[src/rtl/bc_pkg.sv]
// ---------------------------------------------------------------------------
// bc_pkg
// Shared definitions for the Bulls-and-Cows datapath: digit geometry, the
// judge state encoding, the four-digit array type used between the input
// collector and the judge, and a helper that checks that a set of digits
// is a legal Bulls-and-Cows code (all decimal, no repeats).
// ---------------------------------------------------------------------------
package bc_pkg;

   localparam int NUM_DIGITS = 4;
   localparam int DIGIT_W    = 4;
   localparam int MAX_DIGIT  = 9;
   localparam int IDX_W      = 2;
   localparam logic [DIGIT_W-1:0] DIGIT_UNSET = 4'hF;

   typedef enum logic [2:0] {
      ST_NOSECRET,
      ST_IDLE,
      ST_VALIDATE,
      ST_SCAN,
      ST_REPORT,
      ST_WON,
      ST_LOST
   } state_t;

   // Element [0] is the first (leftmost) digit of the code.
   typedef logic [NUM_DIGITS-1:0][DIGIT_W-1:0] digits_t;

   // A code is legal when every digit is 0..9 and no two digits repeat.
   function automatic logic digits_ok(input digits_t d);
      logic ok;
      ok = 1'b1;
      for (int i = 0; i < NUM_DIGITS; i++) begin
         if (int'(d[i]) > MAX_DIGIT) ok = 1'b0;
         for (int j = i + 1; j < NUM_DIGITS; j++) begin
            if (d[i] == d[j]) ok = 1'b0;
         end
      end
      return ok;
   endfunction

endpackage

[src/rtl/bc_digit_match.sv]
// ---------------------------------------------------------------------------
// bc_digit_match
// Compares one guess digit against the whole secret. Purely combinational;
// the judge time-multiplexes a single instance across its scan cycles.
//   guess_digit in  4  guess digit at position idx
//   secret      in 16  the four latched secret digits
//   idx         in  2  position of guess_digit within the guess
//   bull        out 1  guess digit equals the secret digit at idx
//   cow         out 2  number of other secret positions holding this digit
// ---------------------------------------------------------------------------
module bc_digit_match
   import bc_pkg::*;
(
   input  logic [DIGIT_W-1:0] guess_digit,
   input  digits_t            secret,
   input  logic [IDX_W-1:0]   idx,
   output logic               bull,
   output logic [1:0]         cow
);

   always_comb begin
      bull = 1'b0;
      cow  = 2'd0;
      for (int j = 0; j < NUM_DIGITS; j++) begin
         if (guess_digit == secret[j]) begin
            if (idx == IDX_W'(j)) bull = 1'b1;
            else                  cow  = cow + 2'd1;
         end
      end
   end

endmodule

[src/rtl/bc_judge.sv]
// ---------------------------------------------------------------------------
// bc_judge
// Scoring stage of Bulls-and-Cows. new_game latches and checks a secret;
// start snapshots the guess, which is validated in one cycle, scanned one
// position per cycle over four cycles, and reported with a done pulse.
// Attempts and the sticky win/lose outcome are tracked per game.
//   clk, rst_n           clock, async active-low reset
//   new_game, secret1..4 start a game with the given secret
//   start, guess1..4     score the guess (accepted only when idle)
//   busy, done           scan in progress / one-cycle result strobe
//   bulls, cows, invalid result of the last reported guess
//   tries, win, lose     per-game attempt count and outcome
// ---------------------------------------------------------------------------
module bc_judge
   import bc_pkg::*;
#(
   parameter int MAX_TRIES = 10
) (
   input  logic               clk,
   input  logic               rst_n,
   input  logic               new_game,
   input  logic [DIGIT_W-1:0] secret1,
   input  logic [DIGIT_W-1:0] secret2,
   input  logic [DIGIT_W-1:0] secret3,
   input  logic [DIGIT_W-1:0] secret4,
   input  logic               start,
   input  logic [DIGIT_W-1:0] guess1,
   input  logic [DIGIT_W-1:0] guess2,
   input  logic [DIGIT_W-1:0] guess3,
   input  logic [DIGIT_W-1:0] guess4,
   output logic               busy,
   output logic               done,
   output logic [2:0]         bulls,
   output logic [2:0]         cows,
   output logic               invalid,
   output logic [3:0]         tries,
   output logic               win,
   output logic               lose
);

   state_t           state_q, state_d;
   digits_t          secret_q, secret_d;
   digits_t          guess_q, guess_d;
   logic [IDX_W-1:0] idx_q, idx_d;
   logic [2:0]       bulls_acc_q, bulls_acc_d;
   logic [2:0]       cows_acc_q, cows_acc_d;
   logic             bad_q, bad_d;
   logic             busy_q, busy_d;
   logic             done_q, done_d;
   logic [2:0]       bulls_q, bulls_d;
   logic [2:0]       cows_q, cows_d;
   logic             invalid_q, invalid_d;
   logic [3:0]       tries_q, tries_d;
   logic             win_q, win_d;
   logic             lose_q, lose_d;

   logic             bull_hit;
   logic [1:0]       cow_hits;
   logic [3:0]       tries_inc;
   digits_t          secret_in;
   digits_t          guess_in;

   assign secret_in = {secret4, secret3, secret2, secret1};
   assign guess_in  = {guess4, guess3, guess2, guess1};
   assign tries_inc = tries_q + 4'd1;

   bc_digit_match u_match (
      .guess_digit (guess_q[idx_q]),
      .secret      (secret_q),
      .idx         (idx_q),
      .bull        (bull_hit),
      .cow         (cow_hits)
   );

   // Next-state and next-output logic. new_game overrides everything,
   // including a start in the same cycle and any scan in flight.
   always_comb begin
      state_d     = state_q;
      secret_d    = secret_q;
      guess_d     = guess_q;
      idx_d       = idx_q;
      bulls_acc_d = bulls_acc_q;
      cows_acc_d  = cows_acc_q;
      bad_d       = bad_q;
      done_d      = 1'b0;
      bulls_d     = bulls_q;
      cows_d      = cows_q;
      invalid_d   = invalid_q;
      tries_d     = tries_q;
      win_d       = win_q;
      lose_d      = lose_q;

      if (new_game) begin
         secret_d  = secret_in;
         tries_d   = 4'd0;
         win_d     = 1'b0;
         lose_d    = 1'b0;
         bulls_d   = 3'd0;
         cows_d    = 3'd0;
         invalid_d = 1'b0;
         state_d   = digits_ok(secret_in) ? ST_IDLE : ST_NOSECRET;
      end else begin
         case (state_q)
            ST_IDLE: begin
               if (start) begin
                  guess_d = guess_in;
                  state_d = ST_VALIDATE;
               end
            end
            ST_VALIDATE: begin
               if (!digits_ok(guess_q)) begin
                  bad_d   = 1'b1;
                  state_d = ST_REPORT;
               end else begin
                  bad_d       = 1'b0;
                  bulls_acc_d = 3'd0;
                  cows_acc_d  = 3'd0;
                  idx_d       = '0;
                  state_d     = ST_SCAN;
               end
            end
            ST_SCAN: begin
               bulls_acc_d = bulls_acc_q + {2'b00, bull_hit};
               cows_acc_d  = cows_acc_q + {1'b0, cow_hits};
               idx_d       = idx_q + 1'b1;
               if (idx_q == IDX_W'(NUM_DIGITS - 1)) state_d = ST_REPORT;
            end
            ST_REPORT: begin
               done_d    = 1'b1;
               invalid_d = bad_q;
               state_d   = ST_IDLE;
               if (bad_q) begin
                  bulls_d = 3'd0;
                  cows_d  = 3'd0;
               end else begin
                  bulls_d = bulls_acc_q;
                  cows_d  = cows_acc_q;
                  tries_d = tries_inc;
                  // A winning final attempt counts as a win, not a loss.
                  if (bulls_acc_q == 3'(NUM_DIGITS)) begin
                     win_d   = 1'b1;
                     state_d = ST_WON;
                  end else if (tries_inc == 4'(MAX_TRIES)) begin
                     lose_d  = 1'b1;
                     state_d = ST_LOST;
                  end
               end
            end
            default: ;
         endcase
      end

      // busy covers the scan and report cycles, not the validate cycle.
      busy_d = (state_d == ST_SCAN) || (state_d == ST_REPORT);
   end

   // All state and outputs are registered; reset clears to NOSECRET.
   always_ff @(posedge clk or negedge rst_n) begin
      if (!rst_n) begin
         state_q     <= ST_NOSECRET;
         secret_q    <= '0;
         guess_q     <= '0;
         idx_q       <= '0;
         bulls_acc_q <= 3'd0;
         cows_acc_q  <= 3'd0;
         bad_q       <= 1'b0;
         busy_q      <= 1'b0;
         done_q      <= 1'b0;
         bulls_q     <= 3'd0;
         cows_q      <= 3'd0;
         invalid_q   <= 1'b0;
         tries_q     <= 4'd0;
         win_q       <= 1'b0;
         lose_q      <= 1'b0;
      end else begin
         state_q     <= state_d;
         secret_q    <= secret_d;
         guess_q     <= guess_d;
         idx_q       <= idx_d;
         bulls_acc_q <= bulls_acc_d;
         cows_acc_q  <= cows_acc_d;
         bad_q       <= bad_d;
         busy_q      <= busy_d;
         done_q      <= done_d;
         bulls_q     <= bulls_d;
         cows_q      <= cows_d;
         invalid_q   <= invalid_d;
         tries_q     <= tries_d;
         win_q       <= win_d;
         lose_q      <= lose_d;
      end
   end

   assign busy    = busy_q;
   assign done    = done_q;
   assign bulls   = bulls_q;
   assign cows    = cows_q;
   assign invalid = invalid_q;
   assign tries   = tries_q;
   assign win     = win_q;
   assign lose    = lose_q;

endmodule

[config.mk]
export PLATFORM = sky130hd
export DESIGN_NAME = bc_judge
export DESIGN_NICKNAME = d
export VERILOG_FILES = /design/src/rtl/bc_pkg.sv /design/src/rtl/bc_digit_match.sv /design/src/rtl/bc_judge.sv
export SDC_FILE = /design/constraint.sdc
export NUM_CORES = 1
export LEC_CHECK = 0
export BUFFER_PORTS_ARGS = -buffer_cell sky130_fd_sc_hd__buf_4
export CAP_MARGIN = 0
export CORE_ASPECT_RATIO = 1.25
export CORE_UTILIZATION = 58
export DETAILED_ROUTE_END_ITERATION = 7
export PLACE_DENSITY_LB_ADDON = 0.08
export SYNTH_ARGS = -nofsm -noshare
export SYNTH_HDL_FRONTEND = slang
export SYNTH_HIERARCHICAL = 1
export SYNTH_SLANG_ARGS = --single-unit
[constraint.sdc]
create_clock -name clk -period 3.9 [get_ports clk]
set_input_delay 0 -clock clk [delete_from_list [all_inputs] [get_ports clk]]
set_output_delay 0 -clock clk [all_outputs]
set_load 0.005 [all_outputs]
* Word-level counts from Yosys, hierarchy flattened
Index checks and enable logic that the tools add are counted.
** Operators by class
- $add $sub $neg :: 7
- Order comparisons :: 9
- Equal/unequal tests :: 30
- Mux-type cells :: 78
- Bitwise gates (word level) :: 1
- Reduce and logical (&&, ||, !) cells :: 12
** Operator list (count)
- == test 4 bit :: 16
- two-way mux 1 bit :: 47
- two-way mux 3 bit :: 14
- greater-than comparator 4 bit, second input constant :: 8
- two-way mux 2 bit :: 8
- two-way mux 4 bit :: 4
- case mux 3 bit (2 select lines) :: 2
- case mux 3 bit (4 select lines) :: 1
- == test 3 x 2 -> 1 bit, second input constant :: 3
- == test 3 bit, second input constant :: 3
- AND reduction 3 bit :: 3
- adder 2 x 1 -> 2 bit, second input constant :: 4
- binary-select mux 4 bit (select 2 bit) :: 1
- nonzero test 2 bit :: 4
- inequality test 2 bit, second input constant :: 3
- adder 4 x 1 -> 4 bit, second input constant :: 1
- == test 2 bit, second input constant :: 2
- == test 4 bit, second input constant :: 1
- case mux 2 bit (2 select lines) :: 1
- AND reduction 2 bit :: 2
- AND reduction 4 bit :: 1
- adder 3 x 1 -> 3 bit :: 1
- adder 3 x 2 -> 3 bit :: 1
- == test 3 x 1 -> 1 bit, second input constant :: 1
- 5 further kinds :: 5
** Word-level totals
- Flip-flop bits (word level) :: 59
- Output and inout bits :: 15
- Logic and storage cells :: 158

* Longest topological paths before layout
- Depth after elaboration :: 18
- Gate-level depth with buffers :: 12

* Modules after synthesis
Netlist, hierarchy kept.
** By module, submodules not included
- bc_judge :: times used 1, cells an instance 306, area an instance 3404.5 um^2, seq. area each 1476.4 um^2
- bc_digit_match :: times used 1, cells an instance 46, area an instance 321.6 um^2, seq. area each 0.0 um^2

* Worst setup path before layout
No wires, ideal clock.
- Kind :: reg2reg
- Start point :: register idx_q[0]
- End point :: register cows_acc_q[2]
- Setup time :: 0.125 ns
- Arrival time :: 3.274 ns
- Required time :: 3.775 ns
- Slack :: 0.501 ns
- Stages on the path, launching flop included :: 12
- Buffers on the path :: 1
- Period minus slack after synthesis :: 3.399 ns
- Cells stage by stage :: dfrtp_1 clkbuf_1 mux4_2 xor2_1 nor4_1 nand2_1 xor2_1 xnor2_1 ha_1 fa_1 o21ai_2 mux2_4
** On the way
- Longest elaborated chain between the ends :: 15
** RTL lines
- start: declaration :: RTL line bc_judge.sv:44 : logic [IDX_W-1:0] idx_q, idx_d;
- start signal: assignment :: RTL line bc_judge.sv:179 : idx_q <= idx_d;
- binary-select mux 4 bit (select 2 bit) :: RTL line bc_judge.sv:68 : .guess_digit (guess_q[idx_q]),
- two-way mux 4 bit (implied by the code) :: RTL line bc_judge.sv:68
- == test 4 bit :: RTL line bc_digit_match.sv:25 : if (guess_digit == secret[j]) begin
- two-way mux 2 bit :: RTL line bc_digit_match.sv:25
- adder 2 x 1 -> 2 bit :: RTL line bc_digit_match.sv:27 : else cow = cow + 2'd1;
- two-way mux 2 bit :: RTL line bc_digit_match.sv:26 : if (idx == IDX_W'(j)) bull = 1'b1;
- two-way mux 2 bit :: RTL line bc_digit_match.sv:25
- adder 2 x 1 -> 2 bit :: RTL line bc_digit_match.sv:27
- two-way mux 2 bit :: RTL line bc_digit_match.sv:26
- two-way mux 2 bit :: RTL line bc_digit_match.sv:25
- adder 2 x 1 -> 2 bit :: RTL line bc_digit_match.sv:27
- two-way mux 2 bit :: RTL line bc_digit_match.sv:26
- two-way mux 2 bit * :: RTL line bc_digit_match.sv:25
- net cow_hits[0] :: RTL line bc_judge.sv:58 : logic [1:0] cow_hits;
- adder 3 x 2 -> 3 bit * :: RTL line bc_judge.sv:124 : cows_acc_d = cows_acc_q + {1'b0, cow_hits};
- case mux 3 bit (2 select lines) * :: RTL line bc_judge.sv:103 : case (state_q)
- end signal: assignment :: RTL line bc_judge.sv:181 : cows_acc_q <= cows_acc_d;
- end: declaration :: RTL line bc_judge.sv:46 : logic [2:0] cows_acc_q, cows_acc_d;
Mark *: on every way through the listed nets, which the timed path passes. The rest lies on a longest branch. The select of a mux whose other input is x is not followed.
A chain may end at the register's enable or synchronous reset.

* Worst setup path after layout
Ends and elaborated chain as after synthesis.

==> out/metrics.csv <==
metric,value,unit
drt_first_pass_iters,4,
place_hpwl,5590,um
wl_per_cell,16.0,um
max_cap_violations,0,
htreeDepth,3,
yosysSeqAreaShare,39.6,%
routabilityCongestion,0.858,
insertion_delay,340,ps
cts_buffers,9,
drv_slew,0,
viasPerCell,5.61,
total_power,2420,uW
initial_core_util,60.0,%
cp.arrival,3750,ps
end_kind,register,
die_h,91.6,um
totalWireLength,8220,um
area_growth,24.4,%
crit_type,reg -> reg,
finalSetupViolations,0,
nNetsFinal,469,
finalNonFillerCells,515,
crit_fanout,12,
grt_pass1_wl,14000,um
overflow,0,
die_w,73.7,um
hp-start,new_game,
num_antenna_cells,0,
synth_cell_type_count,52,
rsz0062_at_grt,no,
place_inst,466,
status,finished clean,
synth_warnings,6,
holdPathStages,2,
finalSetupTns,0,ps
ff2ff_setup_slack,380,ps
fin_crit_sh,90.3,%
drt_iter0_drc,139,
core-area,0.00621,sq mm
synth.area.mux_share,14.5,%
vdd_drop_max,481,uV
skew,11.4,ps
synth_nets,396,
synth-seq-cells,59,
io_pins,51,
ys_top_cells_by_area,"dfrtp_1 40%, xor2_1 12%, mux2_2 10%, xnor2_1 4.5%, nor2_1 2.6%",
synth_edf_count,0,
drive_above_1_share,27.4,%
syn_inst,352,
async_flop_share,100,%
start_kind,register,
synth_top_family_by_area,XOR/XNOR gates,
vias,2888,
antenna_found_initial,0,
hold_end,tries[3]$_DFFE_PN0P_,
die-area,0.00675,sq mm
cts.sinks,59,
synth_area_leader_cell,dfrtp_1,
hold_path_class,in -> reg,
track_usage,27.2,%
rr_endpoint,cows_acc_q[2]$_DFFE_PN0P_,
fin_crit,3520,ps
synth-xor-area-share,16.5,%
detail-route-antenna-nets,0,
cp.required,4120,ps
clkSlewWorstSetupHoldPaths,70,ps
reg2reg_depth,10,
synth-adder-area-share,2.89,%
tightest_slew,733,ps
drc,0,
clockBufferDepth,2,
numPortBuffers,50,
cellPowerDensity,521,mW/mm^2
grt_pass1_vias,2961,
fmax,0.284,GHz
grt_max_degree,60,
synth_top_area_share,39.6,%
whs,89.7,ps
leakage,0.00206,uW
synth_area,0.00373,sq mm
synthSimpleGateAreaFrac,15.1,%
dominantRegCellSynth,dfrtp_1,
syn_avg_cell_area,10.6,sq um
clk_root_buffer_cell,clkbuf_8,
rows,32,
reg2reg_from,idx_q[0]$_DFFE_PN0P_,
hold_viol,0,
synth_compound_area_share,7.62,%
slew-limit-headroom,51.1,%
cts_tree,yes,
how the worst max path moves through the flow:
| stage | from | end | cells past startpoint |
|---|---|---|---|
| after detailed placement | idx_q[0]$_DFFE_PN0P_ | cows_acc_q[2]$_DFFE_PN0P_ | 10 |
| after global placement | idx_q[0]$_DFFE_PN0P_ | cows_acc_q[2]$_DFFE_PN0P_ | 10 |
| final | idx_q[0]$_DFFE_PN0P_ | cows_acc_q[2]$_DFFE_PN0P_ | 10 |
| after global routing | idx_q[0]$_DFFE_PN0P_ | cows_acc_q[2]$_DFFE_PN0P_ | 10 |
| after CTS | idx_q[0]$_DFFE_PN0P_ | cows_acc_q[2]$_DFFE_PN0P_ | 10 |
| after floorplan | idx_q[0]$_DFFE_PN0P_ | cows_acc_q[2]$_DFFE_PN0P_ | 11 |
critical path, stage by stage, from the launching register on:
cell	delay [ps]
dfrtp_1	630
mux4_2	650
xor2_1	190
nor4_1	520
nand2_1	140
xor2_1	200
xnor2_1	130
ha_1	190
fa_1	370
o21ai_2	80
mux2_4	310
final cells by class:
type | instances | area, sq um
clock buffers | 11 | 141
clock inverters | 5 | 52.6
fillers | 453 | 1570
inverters | 10 | 37.5
multi-input cells | 261 | 2110
flip-flops and latches | 59 | 1480
well taps | 85 | 106
repair buffers | 84 | 713
registers in the layout, summed over array words and instances (netlist names):
name         count
bad_q            1
invalid          1
secret_q        16
bulls            3
win              1
state_q          3
idx_q            2
guess_q         16
done             1
cows_acc_q       3
lose             1
bulls_acc_q      3
busy             1
cows             3
tries            4
cells by family after synthesis:
logic type                 after synthesis
and+or+nand+nor                         98
xor gates and xnor gates                70
DFF                                     59
muxes                                   44
AOI/OAI and AO/OA                       41
buffers and inverters                   32
adders and majority gates                8
metal layers:
metal  vias to the layer above  track usage, %  part of all wire (%)
met1                      1418            33.0                    41
met3                        17            4.40                   3.0
met5                         -               0                     0
met4                         0            13.1                   2.7
li1                       1387               -                     -
met2                        66            46.1                    53
power breakdown:
part	switching [uW]	internal (uW)
Combinational	405	481
Clock	241	309
Sequential	245	737
Total	890	1530
per-stage QoR:
step                instance area (sq um)  setup slack (ps)  utilization, %
finish                               4640               378            74.7
global route                         4640              95.9            74.7
CTS                                  4640               359            74.7
detailed placement                   4110               377            66.3
global placement                     4110               477            66.3
floorplan                            3730               501               -
what timing repair did:
| action | CTS | global route |
|---|---|---|
| hold buffers | 33 | 0 |
| endpoints found under the hold margin | 91 | 0 |
| gates resized for setup | 0 | 0 |
| buffers inserted | 0 | 0 |
cell usage in the layout (no fill, tap or decap), types with 2 or more instances in the layout:
| cell | instances |
|---|---|
| mux4_2 | 4 |
| o21ai_0 | 9 |
| o21ai_2 | 2 |
| a22o_1 | 3 |
| o211ai_1 | 2 |
| nor3b_1 | 4 |
| nand2b_1 | 3 |
| a21oi_1 | 11 |
| a31oi_1 | 2 |
| mux2_2 | 33 |
| clkinv_2 | 3 |
| xor2_1 | 51 |
| inv_1 | 9 |
| ha_1 | 7 |
| clkbuf_8 | 10 |
| nor2b_1 | 5 |
| xnor2_1 | 19 |
| nand3_1 | 4 |
| dlygate4sd3_1 | 33 |
| nand2_1 | 16 |
| nor3_1 | 8 |
| nor4_1 | 14 |
| and3b_2 | 2 |
| mux2i_1 | 5 |
| dfrtp_1 | 59 |
| mux2_4 | 2 |
| nand4b_1 | 2 |
| nor2_1 | 26 |
| buf_4 | 51 |
| nand4_1 | 7 |
synth_stat cells (2+ instances only):
cell type	count
clkbuf_1	9
mux2_2	33
a22o_1	3
buf_2	9
mux2i_1	5
o21ai_2	2
dfrtp_1	59
and3b_2	2
nor2b_1	5
xnor2_1	19
nand4b_1	2
a31oi_1	2
mux2_4	2
nand4_1	7
nor2_1	26
nor3_1	8
nand2_1	16
ha_1	7
nand2b_1	3
mux4_2	4
nor3b_1	4
buf_1	2
inv_1	9
nor4_1	14
xor2_1	51
nand3_1	4
a21oi_1	11
o211ai_1	2
o21ai_0	9
(Power assumes the default switching activity.)
